[config.mk]
export PLATFORM = sky130hd
export DESIGN_NAME = mcu_spi
export DESIGN_NICKNAME = d
export VERILOG_FILES = /design/src/rtl/mcu_spi.sv
export SDC_FILE = /design/constraint.sdc
export NUM_CORES = 1
export LEC_CHECK = 0
export CAP_MARGIN = 20
export CORE_ASPECT_RATIO = 1.5
export CORE_MARGIN = 1
export CORE_UTILIZATION = 54
export DETAILED_ROUTE_END_ITERATION = 8
export PLACE_DENSITY = 0.78
export SLEW_MARGIN = 30
export SYNTH_ARGS = -nofsm -noshare
export SYNTH_HDL_FRONTEND = slang
export SYNTH_SLANG_ARGS = --single-unit
[constraint.sdc]
create_clock -name clk -period 2.5 [get_ports clk]
set_input_delay 0.5 -clock clk [delete_from_list [all_inputs] [get_ports clk]]
set_output_delay 0.5 -clock clk [all_outputs]
set_load 0.01 [all_outputs]
[src/rtl/mcu_spi.sv]
// SPI slave (mode 0, MSB first) oversampled in the system clock domain.
// Turns each transfer into a target byte plus strobed payload bytes, and shifts a reply byte back on MISO.
module mcu_spi #(
   parameter logic [7:0] TGT_SYS  = 8'h01,
   parameter logic [7:0] TGT_HID  = 8'h02,
   parameter logic [7:0] TGT_OSD  = 8'h03,
   parameter logic [7:0] REPLY_ID = 8'h5C
) (
   input  logic       clk,
   input  logic       reset,
   input  logic       spi_io_ss,
   input  logic       spi_io_clk,
   input  logic       spi_io_din,
   output logic       spi_io_dout,
   input  logic [7:0] mcu_reply,
   output logic [7:0] mcu_data,
   output logic       mcu_start,
   output logic       mcu_sys_strobe,
   output logic       mcu_hid_strobe,
   output logic       mcu_osd_strobe
);

   typedef enum logic [1:0] {
      ST_IDLE,
      ST_TARGET,
      ST_PAYLOAD
   } state_t;

   // [0] first sync stage, [1] synchronised value, [2] history
   logic [2:0] ss_q, ss_d;
   logic [2:0] sclk_q, sclk_d;
   logic [1:0] din_q, din_d;

   logic [1:0] flush_q, flush_d;
   logic       armed_q, armed_d;
   state_t     state_q, state_d;
   logic [2:0] bitcnt_q, bitcnt_d;
   logic [7:0] rx_q, rx_d;
   logic [7:0] tx_q, tx_d;
   logic [7:0] target_q, target_d;
   logic       first_q, first_d;
   logic [7:0] data_q, data_d;
   logic       sys_q, sys_d;
   logic       hid_q, hid_d;
   logic       osd_q, osd_d;
   logic       start_q, start_d;

   logic       rise, fall, ss_fall;
   logic [7:0] rx_byte;
   logic       hit_sys, hit_hid, hit_osd;

   assign rise    = sclk_q[1] & ~sclk_q[2];
   assign fall    = ~sclk_q[1] & sclk_q[2];
   assign ss_fall = ss_q[2] & ~ss_q[1];
   assign rx_byte = {rx_q[6:0], din_q[1]};

   assign hit_sys = (target_q == TGT_SYS);
   assign hit_hid = (target_q == TGT_HID);
   assign hit_osd = (target_q == TGT_OSD);

   always_comb begin
      // NOTE: every *_d gets a default first so no path through this block can infer a latch.
      ss_d     = {ss_q[1:0], spi_io_ss};
      sclk_d   = {sclk_q[1:0], spi_io_clk};
      din_d    = {din_q[0], spi_io_din};
      flush_d  = {flush_q[0], 1'b1};
      // Arm only once ss has been genuinely observed high after reset, so a
      // transfer already running at reset release is ignored.
      armed_d  = armed_q | (flush_q[1] & ss_q[1]);
      state_d  = state_q;
      bitcnt_d = bitcnt_q;
      rx_d     = rx_q;
      tx_d     = tx_q;
      target_d = target_q;
      first_d  = first_q;
      data_d   = data_q;
      sys_d    = 1'b0;
      hid_d    = 1'b0;
      osd_d    = 1'b0;
      start_d  = 1'b0;

      if (ss_q[1]) begin
         state_d = ST_IDLE;
      end else begin
         case (state_q)
            ST_IDLE: begin
               if (ss_fall && armed_q) begin
                  state_d  = ST_TARGET;
                  bitcnt_d = 3'd0;
                  rx_d     = 8'h00;
                  tx_d     = REPLY_ID;
               end
            end
            default: begin
               if (rise) begin
                  rx_d     = rx_byte;
                  bitcnt_d = bitcnt_q + 3'd1;
                  if (bitcnt_q == 3'd7) begin
                     tx_d = mcu_reply;
                     if (state_q == ST_TARGET) begin
                        target_d = rx_byte;
                        first_d  = 1'b1;
                        state_d  = ST_PAYLOAD;
                     end else if (hit_sys || hit_hid || hit_osd) begin
                        data_d  = rx_byte;
                        sys_d   = hit_sys;
                        hid_d   = hit_hid;
                        osd_d   = hit_osd;
                        start_d = first_q;
                        first_d = 1'b0;
                     end
                  end
               end else if (fall && (bitcnt_q != 3'd0)) begin
                  // The fall right after a completed byte keeps the fresh reply MSB.
                  tx_d = {tx_q[6:0], 1'b0};
               end
            end
         endcase
      end
   end

   always_ff @(posedge clk or posedge reset) begin
      if (reset) begin
         ss_q     <= 3'b111;
         sclk_q   <= 3'b000;
         din_q    <= 2'b00;
         flush_q  <= 2'b00;
         armed_q  <= 1'b0;
         state_q  <= ST_IDLE;
         bitcnt_q <= 3'd0;
         rx_q     <= 8'h00;
         tx_q     <= 8'h00;
         target_q <= 8'h00;
         first_q  <= 1'b0;
         data_q   <= 8'h00;
         sys_q    <= 1'b0;
         hid_q    <= 1'b0;
         osd_q    <= 1'b0;
         start_q  <= 1'b0;
      end else begin
         // NOTE: state registers use non-blocking assignment so every flop samples pre-edge values.
         ss_q     <= ss_d;
         sclk_q   <= sclk_d;
         din_q    <= din_d;
         flush_q  <= flush_d;
         armed_q  <= armed_d;
         state_q  <= state_d;
         bitcnt_q <= bitcnt_d;
         rx_q     <= rx_d;
         tx_q     <= tx_d;
         target_q <= target_d;
         first_q  <= first_d;
         data_q   <= data_d;
         sys_q    <= sys_d;
         hid_q    <= hid_d;
         osd_q    <= osd_d;
         start_q  <= start_d;
      end
   end

   assign spi_io_dout    = tx_q[7];
   assign mcu_data       = data_q;
   assign mcu_start      = start_q;
   assign mcu_sys_strobe = sys_q;
   assign mcu_hid_strobe = hid_q;
   assign mcu_osd_strobe = osd_q;

endmodule

==> metrics.txt, run 1 <==
status=finished, final reports clean; CTS max path bufs=2; flop2flop setup slack=roughly 330 ps; Pwr Total=1.57 mW; Post-synth EDFFs=0; Finished Layout Cells=around 220; crit-path cells=ha_1, ha_1, nand3b_1, nor2_1, o2111a_1, mux2_4; routing usage on met1=approximately a quarter; most frequent CP cell=ha_1; CTS tree=yes; largest net degree at the start of global routing=28; Ys Warns=0; syn avg cell area=between 10 and 15 um2; via count=between 1000 and 1500; Inserted Clock Buffers=5; WL/cell=~16 um; GP Congestion=between 0.8 and 0.9; row count=27; Synth area leaders=dfrtp_1 (58%), mux2i_1 (6.7%), mux2_4 (5.7%), mux2_2 (4.8%), dfstp_2 (3.8%); vias in the first global route=between 1000 and 1500; CP Data Required Time=about 2700 ps; Die W=between 50 and 60 um; most numerous cell in the Yosys netlist=dfrtp_1; die area=around 4100 um2; setup bufs post-CTS=0; setup TNS=0 ps; crit-path max cell delay=~590 ps; Mapped Area=2100 um2; Rel. slew slack=between 50% and 60%; Synth area leader=dfrtp_1; Worst Setup SP=bitcnt_q[1]; class of the most critical setup path=reg -> reg; fmax=461 MHz; dpl hpwl=2520 um; Main synth FF type=dfrtp_1; initial antenna violation count=0; Chip Height=78.3 um; CP Max Fanout=8; PwrDens=about 620 nW/um2; # resized after CTS=0; H-Tree Depth=2; drt pass-1 iters=4; first-pass GRT wire length=6070 um; clock slew at reported path FFs=~80 ps; HP Class=reg -> reg; total clock sinks=52; critical path's slowest cell=o2111a_1; Final Hold Fails=0; CTS Root Buffer Type=clkbuf_8; Clock Skew=roughly 5.6 ps; reg-to-reg endpoint=mcu_data[4]; Worst Hold Endpoint=sclk_q[1]; Critical Path End Type=register; FF-to-FF Start=bitcnt_q[1]; worst reg-to-reg path cell count=6; fin. max-slew vios=0; Buffers on Ports=25; Final Net Count=a little under 200; GR peak layer=met2; Synth top area share=approximately three fifths; layout cells sized above 1=around a fifth; Final Critical Period=between 2000 and 2500 ps; grt total ovfl=0; # IOs=26; Static Leak=about 1.1 nW; Final ANT Viol Nets=0; drt drc=0; GRT Total Usage=just over 20%; sequential share of the synthesized area=62.2%; synth cell count leaders=dfrtp_1 (49), mux2i_1 (14), nor2_1 (10); # placed instances=around 210; Hold Path Stages=0; Core Area=about 3700 um2; Worst setup SP type=register; cts hold-fix bufs=0; CP arrival=~2400 ps; met2 Use GR=about a third; Layout area overhead=20.2%; Clock Latency Late Sink=300 ps; starting density of the core=between 50 and 60%; RSZ-0062 raised after global routing=false; Mapped Cells=151; synthesized flop and latch total=52; initial DRC count=21; post-synthesis cell type count=33; met3 usage=about 5.4%; Min-Delay Startpoint=sclk_q[0]; antenna diode count=0; Async S/R FF share, synth=100%; # setup viols final=0; vias per inst=roughly 5.6; Slew @ Worst Pin=around 700 ps; Syn Nets=between 150 and 200; Final period util=86.8%; Routed WL=approximately 3500 um; peak supply drop=between 500 and 600 uV; Max Cap Viol=0
[report_power, final]
| group | switching (mW) | internal (mW) |
|---|---|---|
| Clock | 0.254 | 0.353 |
| Combinational | 0.0434 | 0.0419 |
| Sequential | 0.0150 | 0.860 |
| Total | 0.313 | 1.26 |
[kinds of logic (layout without fill, tap and decap cells)]
group           Yosys count  count (layout)  synth area share, %
compound gates           22              22                 7.93
simple gates             31              31                 8.17
other cells               1               1                0.179
mux                      31              31                 17.2
flops                    52              52                 62.2
buf+inv                  11              39                 2.50
fa+ha+maj                 3               3                 1.79
[cell usage in the layout (no fill, tap or decap), types with 2 or more instances in the layout]
master,n
dfstp_2,3
mux2_2,9
nor3b_1,2
o21ai_0,3
a22o_1,9
nand3_1,2
inv_1,2
mux2i_1,14
mux2_4,8
clkdlybuf4s50_1,25
ha_1,3
dfrtp_1,49
a21o_1,2
a21oi_1,2
clkbuf_8,7
nor2_1,10
nand2_1,7
nand3b_1,3
buf_4,2
[registers in the layout, indices dropped and copies added, names as in the netlist]
register,count
armed_q,1
bitcnt_q,3
din_q,2
first_q,1
flush_q,2
mcu_data,8
mcu_hid_strobe,1
mcu_osd_strobe,1
mcu_start,1
mcu_sys_strobe,1
rx_q,7
sclk_q,3
ss_q,3
state_q,2
target_q,8
tx_q,8
[cell type report]
cell class              instances  area, um2
inverters                       3       11.3
clock buffers                   7       96.3
clock inverters                 1       30.0
multi-input cells              88        741
fillers                       268       1160
well taps                      43       53.8
flip-flops and latches         52       1310
repair buffers                 28        285
[worst max path at each step]
| stage | to | slack, ps |
|---|---|---|
| 3_3_place_gp | mcu_data[6] | 430 |
| 3_5_place_dp | mcu_data[4] | 350 |
| 2_1_floorplan | mcu_data[0] | 700 |
| 6_report | mcu_data[4] | 330 |
| 4_1_cts | mcu_data[4] | 300 |
| 5_1_grt | mcu_data[1] | 170 |
[through the flow]
stage / utilization, % / setup WS, ps / hold slack, ps / cell area (um2)
floorplan: - / 698 / 331 / 2100
global placement: 65.1 / 431 / 333 / 2400
detailed placement: 65.1 / 348 / 335 / 2400
global route: 68.5 / 169 / 362 / 2520
CTS: 68.5 / 299 / 354 / 2520
finish: 68.5 / 331 / 353 / 2520
[critical path: cells and delay by family (launching register included)]
| family | cells | cell delay (ps) |
|---|---|---|
| AND/OR/NAND/NOR | 2 | 400 |
| multiplexers | 1 | 350 |
| adder cells (fa/ha/maj) | 2 | 330 |
| AO/OA/AOI/OAI | 1 | 590 |
| flip-flops | 1 | 380 |
[per-layer routing]
metal / vias to the layer above / wire (um)
met5: - / 0
met4: 0 / 93
met3: 9 / 133
met2: 23 / 1810
met1: 629 / 1450
li1: 584 / -
(Power assumes the default switching activity.)
==> run 2: changes to the inputs <==
==> constraint.sdc (replaced) <==
create_clock -name clk -period 2.2 [get_ports clk]
set_input_delay 0.44 -clock clk [delete_from_list [all_inputs] [get_ports clk]]
set_output_delay 0.44 -clock clk [all_outputs]
set_load 0.01 [all_outputs]
==> metrics.txt, run 2 (synthesized netlist as in run 1, its figures left out) <==
first-pass GRT wire length=6180 um (+1.7%); Clock Skew=7.66 ps (+2.08 ps); Clock Latency Late Sink=300 ps (about the same); # IOs=26 (unchanged); FF-to-FF Start=bitcnt_q[1]; Slew @ Worst Pin=669 ps (-40.7 ps); H-Tree Depth=2 (unchanged); peak supply drop=572 uV (-4.5%); Worst Slack Setup Final=222 ps (-109 ps); CP arrival=2170 ps (-190 ps); PwrDens=682 nW/um2 (+9.7%); status=finished, final reports clean; Reg area=1310 um2 (unchanged); cts hold-fix bufs=0 (unchanged); die area=4140 um2 (unchanged); Final Hold Fails=0 (unchanged); initial antenna violation count=0 (unchanged); # resized after CTS=0 (unchanged); final core utilization=68.5% (unchanged); critical path's slowest cell=mux2_2; largest net degree at the start of global routing=30 (+7.1%); crit-path cells=ha_1, ha_1, nand3b_1, nor2_1, nand3b_1, mux2_2; Max Cap Viol=0 (unchanged); drt drc=0 (unchanged); vias per inst=5.57 (-0.73%); GRT Total Usage=20.6% (-0.12 points); Layout fillers=268 (unchanged); Core Area=3680 um2 (unchanged); Critical Path End Type=register; Place WS=246 ps (-102 ps); Routed WL=3510 um (+0.60%); CP Max Fanout=8 (unchanged); fmax=506 MHz (+9.7%); total clock sinks=52 (unchanged); Final period util=89.9% (+3.1 points); Final Critical Period=1980 ps (-191 ps); clock slew at reported path FFs=90 ps (about the same); HP Class=reg -> reg; CTS max path bufs=2 (unchanged); Buffers on Ports=25 (unchanged); row count=27 (unchanged); GP Congestion=0.807 (-2.0%); RSZ-0062 raised after global routing=false; Final Net Count=196 (+1.0%); CTS tree=yes; setup bufs post-CTS=0 (unchanged); # setup viols final=0 (unchanged); Rel. slew slack=55.0% (+2.7 points); grt total ovfl=0 (unchanged); dpl hpwl=2500 um (-0.80%); Inserted Clock Buffers=5 (unchanged); vias in the first global route=1348 (+0.60%); starting density of the core=57.0% (unchanged); layout cells sized above 1=19.9% (+0.90 points); setup TNS=0 ps (unchanged); Worst setup SP type=register; commonest non-fill, non-tap cell in the layout=dfrtp_1; Final ANT Viol Nets=0 (unchanged); Hold Slack=354 ps (+1.03 ps); Multi-input gate area=741 um2 (unchanged); WL/cell=15.7 um (-0.30%); Worst Setup SP=bitcnt_q[1]; commonest non-fill, non-tap cells in the layout=dfrtp_1 (49), clkdlybuf4s50_1 (25), mux2i_1 (14), nor2_1 (10); drt pass-1 iters=4 (unchanged); crit-path max cell delay=400 ps (-190 ps); antenna diode count=0 (unchanged); CTS Root Buffer Type=clkbuf_8; Min-Delay Startpoint=sclk_q[0]; initial DRC count=32 (+52%); fin. max-slew vios=0 (unchanged); class of the most critical setup path=reg -> reg; Chip Height=78.3 um (unchanged); Die W=52.9 um (unchanged); CP Data Required Time=2390 ps (-300 ps); via count=1247 (+0.16%); Layout area overhead=20.2% (unchanged); Static Leak=1.14 nW (about the same)
==> run 2: area by class of cell <==
cell class / instances / area share (%)
Sequential cell: 52 / 51.7
Inverter: 3 / 0.446
Clock inverter: 3 / 1.69
Timing Repair Buffer: 30 / 11.9
Multi-Input combinational cell: 88 / 29.4
Tap cell: 43 / 2.13
Clock buffer: 5 / 2.73
==> run 2: critical path, delay by kind of cell, from the launching register on <==
| kind | cells | cell delay (ps) |
|---|---|---|
| adder cells (fa/ha/maj) | 2 | 310 |
| multiplexers | 1 | 400 |
| AND/OR/NAND/NOR | 3 | 780 |
| flip-flops | 1 | 380 |
==> run 2: worst paths after layout <==
kind	endpoint	slack [ps]	cells past startpoint
max	target_q[1]	220	6
min	sclk_q[1]	350	0
max reg2reg	target_q[1]	220	6
min reg2reg	sclk_q[1]	350	0
max in group asynchronous	rx_q[2]	1260	3
min in group asynchronous	bitcnt_q[1]	460	2
==> run 2: report_power, final <==
group / switching [mW] / leakage, nW / total [mW] / internal [mW]
clock network: 0.293 / 0.0541 / 0.629 / 0.336
registers: 0.0169 / 0.667 / 0.995 / 0.978
logic: 0.0484 / 0.415 / 0.0967 / 0.0483
==> run 2: stage by stage <==
stage	instances	total power, mW	instance area, um2
after global placement	216	1.11	2410
after floorplan	151	1.07	2100
final	224	1.72	2520
after global routing	224	1.79	2520
after CTS	224	1.74	2520
after detailed placement	216	1.11	2410
==> run 2: per-layer routing <==
| metal | track usage (%) | wire length, um | up-vias |
|---|---|---|---|
| li1 | - | - | 586 |
| met1 | 24.7 | 1390 | 633 |
| met2 | 34.8 | 1920 | 21 |
| met3 | 4.07 | 128 | 7 |
| met4 | 8.95 | 70 | 0 |
| met5 | 0 | 0 | - |
